`src/rtl/req_encoder8_3.sv`:
```
// req_encoder8_3: captures 8 request lines into a pending set and offers them
// one at a time as a 3-bit index over a valid/ready output.
// Build option: REQ_ENC_ROUND_ROBIN_EN selects round-robin selection;
// undefined gives fixed priority (bit 7 highest).
//
// Handshake: a transfer happens on a rising clk edge where out_valid=1 and
// out_ready=1. Once out_valid rises it stays high, with code stable, until a
// transfer happens. out_ready is ignored while out_valid=0.
module req_encoder8_3 (
  input  logic       clk,
  input  logic       rst,
  input  logic [7:0] req,
  output logic [2:0] code,
  output logic       out_valid,
  input  logic       out_ready,
  output logic [7:0] pending,
  output logic       ovf
);

  typedef enum logic {
    EMPTY = 1'b0,
    FULL  = 1'b1
  } state_t;

  // state is kept as a plainly named register so checkers can bind to it
  state_t     state;
  state_t     state_next;
  logic       transfer;
  logic       load;
  logic [2:0] sel;
  logic [7:0] load_mask;

`ifdef REQ_ENC_ROUND_ROBIN_EN
  logic [2:0] ptr;
  logic [2:0] idx;
  logic       found;

  // Round-robin pick: first pending bit searching upward from ptr+1, wrapping
  always_comb begin
    sel   = 3'd0;
    idx   = 3'd0;
    found = 1'b0;
    for (int k = 1; k <= 8; k++) begin
      idx = ptr + 3'(k);
      if (!found && pending[idx]) begin
        sel   = idx;
        found = 1'b1;
      end
    end
  end

  // Pointer remembers the last loaded index; reset value makes index 0 first
  always_ff @(posedge clk) begin
    if (rst) begin
      ptr <= 3'd7;
    end else if (load) begin
      ptr <= sel;
    end
  end
`else
  // Fixed priority pick: highest pending index wins
  always_comb begin
    sel = 3'd0;
    for (int i = 0; i < 8; i++) begin
      if (pending[i]) begin
        sel = 3'(i);
      end
    end
  end
`endif

  // Handshake decode and the one-hot of the index being loaded this edge
  always_comb begin
    transfer  = out_valid & out_ready;
    load      = ((state == EMPTY) || transfer) && (pending != '0);
    load_mask = load ? (8'd1 << sel) : 8'd0;
  end

  // Next state: loading always fills the slot; a transfer with nothing to
  // load empties it; otherwise hold
  always_comb begin
    state_next = state;
    if (load) begin
      state_next = FULL;
    end else if (transfer) begin
      state_next = EMPTY;
    end
  end

  // State, pending set, output code and overflow pulse registers.
  // A request on the bit being loaded re-sets it (a new event), so it is
  // excluded from the overflow term.
  always_ff @(posedge clk) begin
    if (rst) begin
      state   <= EMPTY;
      pending <= 8'h00;
      code    <= 3'd0;
      ovf     <= 1'b0;
    end else begin
      state   <= state_next;
      pending <= (pending & ~load_mask) | req;
      ovf     <= |(req & pending & ~load_mask);
      if (load) begin
        code <= sel;
      end
    end
  end

  assign out_valid = (state == FULL);

endmodule

```
`config.mk`:
```
export PLATFORM = sky130hd
export DESIGN_NAME = req_encoder8_3
export DESIGN_NICKNAME = d
export VERILOG_FILES = /design/src/rtl/req_encoder8_3.sv
export SDC_FILE = /design/constraint.sdc
export NUM_CORES = 1
export LEC_CHECK = 0
export ABC_CLOCK_PERIOD_IN_PS = 4000
export CORE_ASPECT_RATIO = 0.9
export CORE_MARGIN = 3
export CORE_UTILIZATION = 30
export CTS_CLUSTER_SIZE = 8
export DETAILED_ROUTE_END_ITERATION = 16
export MAX_ROUTING_LAYER = met4
export PLACE_DENSITY = 0.69
export SYNTH_ARGS = -nofsm -noshare
export SYNTH_HDL_FRONTEND = slang
export SYNTH_SLANG_ARGS = --single-unit
export TNS_END_PERCENT = 100
```
`constraint.sdc`:
```
create_clock -name clk -period 4 [get_ports clk]
set_clock_uncertainty 0.2 [all_clocks]
set_input_delay 0.6 -clock clk [delete_from_list [all_inputs] [get_ports clk]]
set_output_delay 0.6 -clock clk [all_outputs]
set_load 0.005 [all_outputs]
```
==> results of run 1 <==
power by group through the flow:
stage                     clock (mW)  combinational [mW]  sequential, mW
final                         0.0784              0.0707           0.154
after global placement             0              0.0699           0.156
after floorplan                    0              0.0309           0.156
after detailed placement           0              0.0703           0.156
after CTS                     0.0839              0.0709           0.153
after global routing          0.0910              0.0778           0.156
path summary, 6_finish.rpt:
check              from  slack [ps]         end  cells past startpoint
min reg2reg     code[2]         270     code[2]                      2
min             code[2]         270     code[2]                      2
max reg2reg  pending[7]        2300  pending[0]                      4
max          pending[5]        1850  pending[5]                      1
cell type report:
class                   instances  area [um^2]  share of cell area [%]
repair buffers                 23          230                    26.6
multi-input cells              51          300                    34.7
flip-flops and latches         13          260                    30.1
inverters                       5         18.8                    2.17
clock buffers                   4         26.3                    3.03
well taps                      24         30.0                    3.47
metrics by stage:
step | hold WS (ps) | setup slack (ps)
after global placement | 260 | 1830
after CTS | 279 | 1860
final | 273 | 1850
after floorplan | 266 | 2310
after global routing | 318 | 1780
after detailed placement | 268 | 1810
cells in the mapped netlist:
cell      number
nor4_4         1
nor4_1         1
nand3b_1       1
a21oi_1       13
clkbuf_1       2
nand2b_1       2
nor3_1         1
nand2_1        3
o41ai_1        1
nand3_1        3
nor2_1         9
o311a_1        1
o211a_1        1
nor2b_1        1
a22oi_1        1
o21ai_0        3
a311oi_1       3
dfxtp_1       13
or2_2          1
a31oi_1        4
inv_1          5
o21bai_1       1
logic make-up after synthesis:
family | count (synthesis) | share of synthesized area (%)
compound gates | 28 | 29.9
simple gates | 23 | 21.3
flops | 13 | 44.3
buf+inv | 7 | 4.48
metal layers:
layer / wire [um] / global-route usage [%] / vias up
met1: 651 / 16.3 / 276
met2: 711 / 19.1 / 38
li1: - / - / 316
met4: 0 / 11.7 / 0
met5: 0 / - / -
met3: 136 / 3.43 / 0
flip-flops by register name, indices dropped and copies added, names as in the netlist:
signal     flops
out_valid      1
ovf            1
pending        8
code           3
==> impl_metrics.toml, run 1 <==
[outcome]
status = "finished clean"

[pwr]
sw_frac_of_total_pct = 26.9
p_per_area_nw_per_um2 = 350
p_int_uw = 221
power_frac_clock_pct = 25.9
combPwrFrac_pct = 23.4
p_leak_nw = 0.326
p_total_uw = 303
power_switching_uw = 81.4
pwr-share-seq_pct = 50.7
irDropWorstVdd_v = 0.000122

[detailed_routing]
wirelength_um = 1500
drc = 0
first_iter_violations = 15
ant_nets = 0
avgRoutedWirePerCell_um = 12.5
viasPerCell = 5.25
drt_pass1_iterations = 4
routed-via-count = 630

[synthesis]
ys_ff_latch = 13
synth_cell_types = 22
yosysWarningCount = 0
syn_area_per_cell_um2 = 8.26
postSynthNetCount = 82
syn_inst = 71
yosys.area.top_type = "dfxtp_1"
ys_seq_area_share_pct = 44.3
syn-cell-area_um2 = 587
yosysTopAreaCellShare_pct = 44.3
synthTopCellsByArea = "dfxtp_1 44%, a21oi_1 11%, nor2_1 5.8%"

[cells_and_area]
drive_gt1_share_pct = 5.21
diodes = 0
final_util_pct = 49.4
area_growth_pct = 47.5
fillers = 174
stdcell_count = 120
layout_commonest_cell = "clkdlybuf4s50_1"
nNetsFinal = 108
final_cell_mix = "23 x clkdlybuf4s50_1, 13 x a21oi_1, 13 x dfxtp_1"
finish.instance_area_um2 = 866

[sta]
slew_viol_final = 0
fmax_mhz = 466
fin_crit_ps = 2150
setup_violations = 0
fin_crit_sh_pct = 53.7
hold_violations = 0
setup_tns_ps = 0
worstMarginPinSlew_ps = 515
rsz0062_at_grt = "false"
slew-limit-headroom_pct = 65.3

[placement]
port_buffers = 23
place_congestion = 0.877
dpl.hpwl_um = 1100
place_area_um2 = 840
dp_cells = 116

[floorplanning]
row_count = 14
core_um2 = 1750
initial_core_util_pct = 33.5
die_y_um = 48.0
die_x_um = 52.6
io_pins = 24
dieArea_um2 = 2520

[critical_path]
cp_max_fo = 7
crit_family = "buffers and inverters"
cp-end-kind = "output pin"
slowest_delay_ps = 570
crit_buf_inv = 1
start_kind = "register"
critPathKind = "register to output pin"
path_cells = "clkdlybuf4s50_1"
worstPathRequired_ps = 3200
arrival_ps = 1350
cpMaxStageDelayCell = "clkdlybuf4s50_1"

[global_route]
track_usage_pct = 13.6
grt_first_pass_wirelength_um = 2390
first_global_vias = 553
antenna_found_initial = 0
grt-ovfl-total = 0
grt_max_degree = 14

[flow_run]
cap_viol_max_count = 0

[clocking]
cts_root_buf = "clkbuf_4"
insertion_delay_ps = 270
cts_tree = "done"
cts_buffer_depth = 2
htree_levels = 1
clk_pin_slew_worst_paths_ps = 70
cts.sinks = 13
cts_hold_buf = 0
cts_resized = 0
numCtsBuffers = 3
cts_setup_buffers = 0

[hold_path]
hp-class = "register to register"
(Power assumes the default switching activity.)
==> run 2, diff against run 1 <==
--- a/config.mk
+++ b/config.mk
@@ -5,7 +5,7 @@
 export SDC_FILE = /design/constraint.sdc
 export NUM_CORES = 1
 export LEC_CHECK = 0
-export ABC_CLOCK_PERIOD_IN_PS = 4000
+export ABC_CLOCK_PERIOD_IN_PS = 2100
 export CORE_ASPECT_RATIO = 0.9
 export CORE_MARGIN = 3
 export CORE_UTILIZATION = 30
==> constraint.sdc (replaced) <==
create_clock -name clk -period 2.1 [get_ports clk]
set_clock_uncertainty 0.2 [all_clocks]
set_input_delay 0.315 -clock clk [delete_from_list [all_inputs] [get_ports clk]]
set_output_delay 0.315 -clock clk [all_outputs]
set_load 0.005 [all_outputs]
==> run 2 against run 1 <==
Compared with the run above: critical path depth stayed put; global-route usage increased by 0.35 points; wire length fell by 2.8%; power grew 92%; clock power rose by 95%; hold slack better by 9.4 ps; flip-flop and latch count did not move; cell count rose by 0.83%; combinational power is 92% higher; non-clock buffer count rose by 1; largest power group unchanged.
==> impl_metrics.toml, run 2 (same netlist as run 1, synthesis figures left out) <==
[outcome]
status = "finished clean"

[global_route]
grt_max_degree = 14
grt_first_pass_wirelength_um = 2400
first_global_vias = 540
antenna_found_initial = 0
grt-ovfl-total = 0
track_usage_pct = 14.0

[cells_and_area]
area_growth_pct = 48.8
drive_gt1_share_pct = 6.19
largest_reg_flops = 8
diodes = 0
layout_commonest_cell = "clkdlybuf4s50_1"
nNetsFinal = 109
final_cell_mix = "23 x clkdlybuf4s50_1, 13 x a21oi_1, 13 x dfxtp_1"
regMostFlops = "pending"
final_util_pct = 49.9
reg_top3 = "pending: 8 flops, code: 3 flops"
finish.instance_area_um2 = 873

[pwr]
pwr-share-seq_pct = 50.3
p_total_uw = 581
p_leak_nw = 0.332
sw_frac_of_total_pct = 27.1
combPwrFrac_pct = 23.4
p_per_area_nw_per_um2 = 665
power_frac_clock_pct = 26.4
p_int_uw = 423
power_switching_uw = 157
irDropWorstVdd_v = 0.000278

[sta]
fmax_mhz = 547
slew-limit-headroom_pct = 66.5
worstMarginPinSlew_ps = 501
setup_tns_ps = 0
setup_violations = 0
slew_viol_final = 0
fin_crit_sh_pct = 87.0
fin_crit_ps = 1830
worst_slack_ps = 273
hold_violations = 0
rsz0062_at_grt = "false"

[hold_path]
whs_path_depth = 2
hp-class = "register to register"
holdPathEnd = "code[2]"
hold_start = "code[2]"

[floorplanning]
core_um2 = 1750
io_pins = 24
dieArea_um2 = 2520
row_count = 14
die_y_um = 48.0
die_x_um = 52.6
initial_core_util_pct = 33.5

[clocking]
numCtsBuffers = 3
clk_pin_slew_worst_paths_ps = 70
cts_buffer_depth = 2
htree_levels = 1
insertion_delay_ps = 270
cts_tree = "done"
cts_hold_buf = 0
cts_resized = 0
cts.sinks = 13
cts_setup_buffers = 0
cts_root_buf = "clkbuf_4"

[critical_path]
worstPathRequired_ps = 1580
cp_max_fo = 7
cpMaxStageDelayCell = "clkdlybuf4s50_1"
slowest_delay_ps = 560
path_cells = "clkdlybuf4s50_1"
ff2ff_setup_slack_ps = 370
r2r-end = "ovf"
crit_path_start = "pending[7]"
r2r_start = "pending[7]"
ff2ff_path_depth = 4
crit_family = "buffers and inverters"
crit_buf_inv = 1
arrival_ps = 1310
cp-end-kind = "output pin"
start_kind = "register"
critPathKind = "register to output pin"

[detailed_routing]
avgRoutedWirePerCell_um = 12.0
ant_nets = 0
drt_pass1_iterations = 4
wirelength_um = 1460
drc = 0
viasPerCell = 5.07
first_iter_violations = 17
routed-via-count = 613

[placement]
place_ws_ps = 177
place_congestion = 0.860
port_buffers = 23
dpl.hpwl_um = 1110
place_area_um2 = 847

[flow_run]
cap_viol_max_count = 0
run 2: cell types whose count changed in the layout (fill, tap and decap cells not counted), sizes merged:
cell and change:
buf +1
run 2: power groups by stage:
stage | logic, mW | clock network [mW] | registers, mW
floorplan | 0.0589 | 0 | 0.297
global placement | 0.135 | 0 | 0.297
detailed placement | 0.136 | 0 | 0.297
CTS | 0.137 | 0.159 | 0.292
global route | 0.150 | 0.172 | 0.296
finish | 0.136 | 0.153 | 0.292
run 2: through the flow:
step,hold slack (ps),cells
finish,282,121
global route,322,121
CTS,291,121
detailed placement,279,117
global placement,260,117
floorplan,184,71
run 2: final cells by class:
class                      instances  area (um^2)
multi-input combinational         51          300
inverter                           5         18.8
tap                               24         30.0
fill                             172          878
clock buffer                       4         26.3
sequential                        13          260
timing repair buffer              24          238
run 2: routing by layer:
layer / wire length (um) / track usage [%] / up-vias
li1: - / - / 313
met1: 689 / 17.4 / 276
met2: 679 / 20.3 / 22
met3: 79 / 4.05 / 2
met4: 9 / 7.65 / 0
met5: 0 / - / -
run 2: worst min-delay path, cell delays in order, from the launching register on:
cell and delay [ps]:
dfxtp_1 310, o21ai_0 70, a21oi_1 60
run 2: worst max-delay path by stage:
| stage | endpoint | cells past startpoint |
|---|---|---|
| 2_1_floorplan | ovf | 4 |
| 3_3_place_gp | ovf | 5 |
| 3_5_place_dp | ovf | 5 |
| 4_1_cts | pending[7] | 1 |
| 5_1_grt | pending[5] | 1 |
| 6_report | pending[7] | 1 |
==> run 3, diff against run 2 <==
--- a/config.mk
+++ b/config.mk
@@ -13,6 +13,7 @@
 export DETAILED_ROUTE_END_ITERATION = 16
 export MAX_ROUTING_LAYER = met4
 export PLACE_DENSITY = 0.69
+export SETUP_SLACK_MARGIN = 0.2
 export SYNTH_ARGS = -nofsm -noshare
 export SYNTH_HDL_FRONTEND = slang
 export SYNTH_SLANG_ARGS = --single-unit
==> constraint.sdc (replaced) <==
create_clock -name clk -period 2.1 [get_ports clk]
set_clock_uncertainty 0.2 [all_clocks]
set_input_delay 0.21 -clock clk [delete_from_list [all_inputs] [get_ports clk]]
set_output_delay 0.21 -clock clk [all_outputs]
set_load 0.005 [all_outputs]
==> run 3 against run 2 <==
Compared with the run above: first-iteration DRC count stayed put; non-clock buffer count stayed put; wire length is 0.34% lower; core utilization stayed put; clock power hardly changed.
==> impl_metrics.toml, run 3 (same netlist as run 1, synthesis figures left out) <==
[critical_path]
cp-end-kind = "register"
r2r-end = "pending[0]"
ff2ff_setup_slack_ps = 380
critPathKind = "register to register"
ff2ff_path_depth = 4
start_kind = "register"
r2r_start = "pending[7]"
cp_max_fo = 8
arrival_ps = 1650
worstPathRequired_ps = 2040

[cells_and_area]
layout_commonest_cell = "clkdlybuf4s50_1"
largest_reg_flops = 8
nNetsFinal = 109
final_cell_mix = "23 x clkdlybuf4s50_1, 13 x a21oi_1, 13 x dfxtp_1"
drive_gt1_share_pct = 6.19
area_growth_pct = 48.8
finish.instance_area_um2 = 873
diodes = 0
reg_top3 = "pending: 8 flops, code: 3 flops"
regMostFlops = "pending"

[pwr]
p_per_area_nw_per_um2 = 664
irDropWorstVdd_v = 0.000245
p_total_uw = 580
p_leak_nw = 0.332

[clocking]
cts_setup_buffers = 0
clk_pin_slew_worst_paths_ps = 80
cts_hold_buf = 0
cts_tree = "done"
numCtsBuffers = 3
insertion_delay_ps = 270
cts.sinks = 13
cts_buffer_depth = 2
htree_levels = 1
cts_root_buf = "clkbuf_4"
cts_resized = 0

[detailed_routing]
ant_nets = 0
viasPerCell = 5.23
routed-via-count = 633
wirelength_um = 1450
drc = 0
avgRoutedWirePerCell_um = 12.0
first_iter_violations = 17
drt_pass1_iterations = 4

[sta]
fin_crit_ps = 1720
slew-limit-headroom_pct = 67.1
worstMarginPinSlew_ps = 492
rsz0062_at_grt = "false"
setup_tns_ps = 0
slew_viol_final = 0
setup_violations = 0
hold_violations = 0
fin_crit_sh_pct = 81.7
fmax_mhz = 583

[floorplanning]
core_um2 = 1750
dieArea_um2 = 2520
die_y_um = 48.0
die_x_um = 52.6
initial_core_util_pct = 33.5
io_pins = 24
row_count = 14

[global_route]
grt_first_pass_wirelength_um = 2390
antenna_found_initial = 0
track_usage_pct = 13.4
grt-ovfl-total = 0
grt_max_degree = 14
first_global_vias = 543

[placement]
place_congestion = 0.860
port_buffers = 23
dpl.hpwl_um = 1110
place_area_um2 = 847

[flow_run]
cap_viol_max_count = 0

[hold_path]
hold_start = "code[2]"
holdPathEnd = "code[2]"
whs_path_depth = 2
hp-class = "register to register"

[outcome]
status = "finished clean"
## run 3: cell counts in the layout (fill, tap and decap cells not counted)
No cell type changed its count.
## run 3: power breakdown
group	switching, mW	leakage (nW)	internal, mW
Sequential	0.0239	0.109	0.268
Combinational	0.0541	0.208	0.0820
Clock	0.0787	0.0150	0.0734
## run 3: metal layers
layer / GRT usage, % / vias to the layer above / wire length, um
met2: 21.5 / 21 / 655
met1: 16.0 / 291 / 674
met3: 4.36 / 4 / 97
li1: - / 317 / -
met4: 4.59 / 0 / 25
met5: - / - / 0
## run 3: cell type report
class                           instances  area [um^2]
Clock buffer                            4         26.3
Fill cell                             170          878
Inverter                                5         18.8
Multi-Input combinational cell         51          300
Sequential cell                        13          260
Tap cell                               24         30.0
Timing Repair Buffer                   24          238
## run 3: worst max path at each step
stage | from | to | slack (ps) | cells past startpoint
5_1_grt | pending[7] | pending[0] | 210 | 4
2_1_floorplan | pending[7] | ovf | 550 | 4
4_1_cts | pending[7] | pending[7] | 380 | 1
3_3_place_gp | out_ready | ovf | 320 | 5
3_5_place_dp | out_ready | ovf | 280 | 5
6_report | pending[7] | pending[0] | 380 | 4
## run 3: stage by stage
step           hold slack [ps]  util, %  std cells  setup WS (ps)
6_report                   286     49.9        121            385
5_1_grt                    322     49.9        121            211
4_1_cts                    290     49.9        121            379
3_5_place_dp               278     48.4        117            276
3_3_place_gp               260     48.4        117            320
2_1_floorplan             79.4        -         71            548
## run 3: critical path: stages, from the launching register on
cell     delay, ps
dfxtp_1        390
nor4_4         480
nand2_1        170
o41ai_1        250
a21oi_1        110
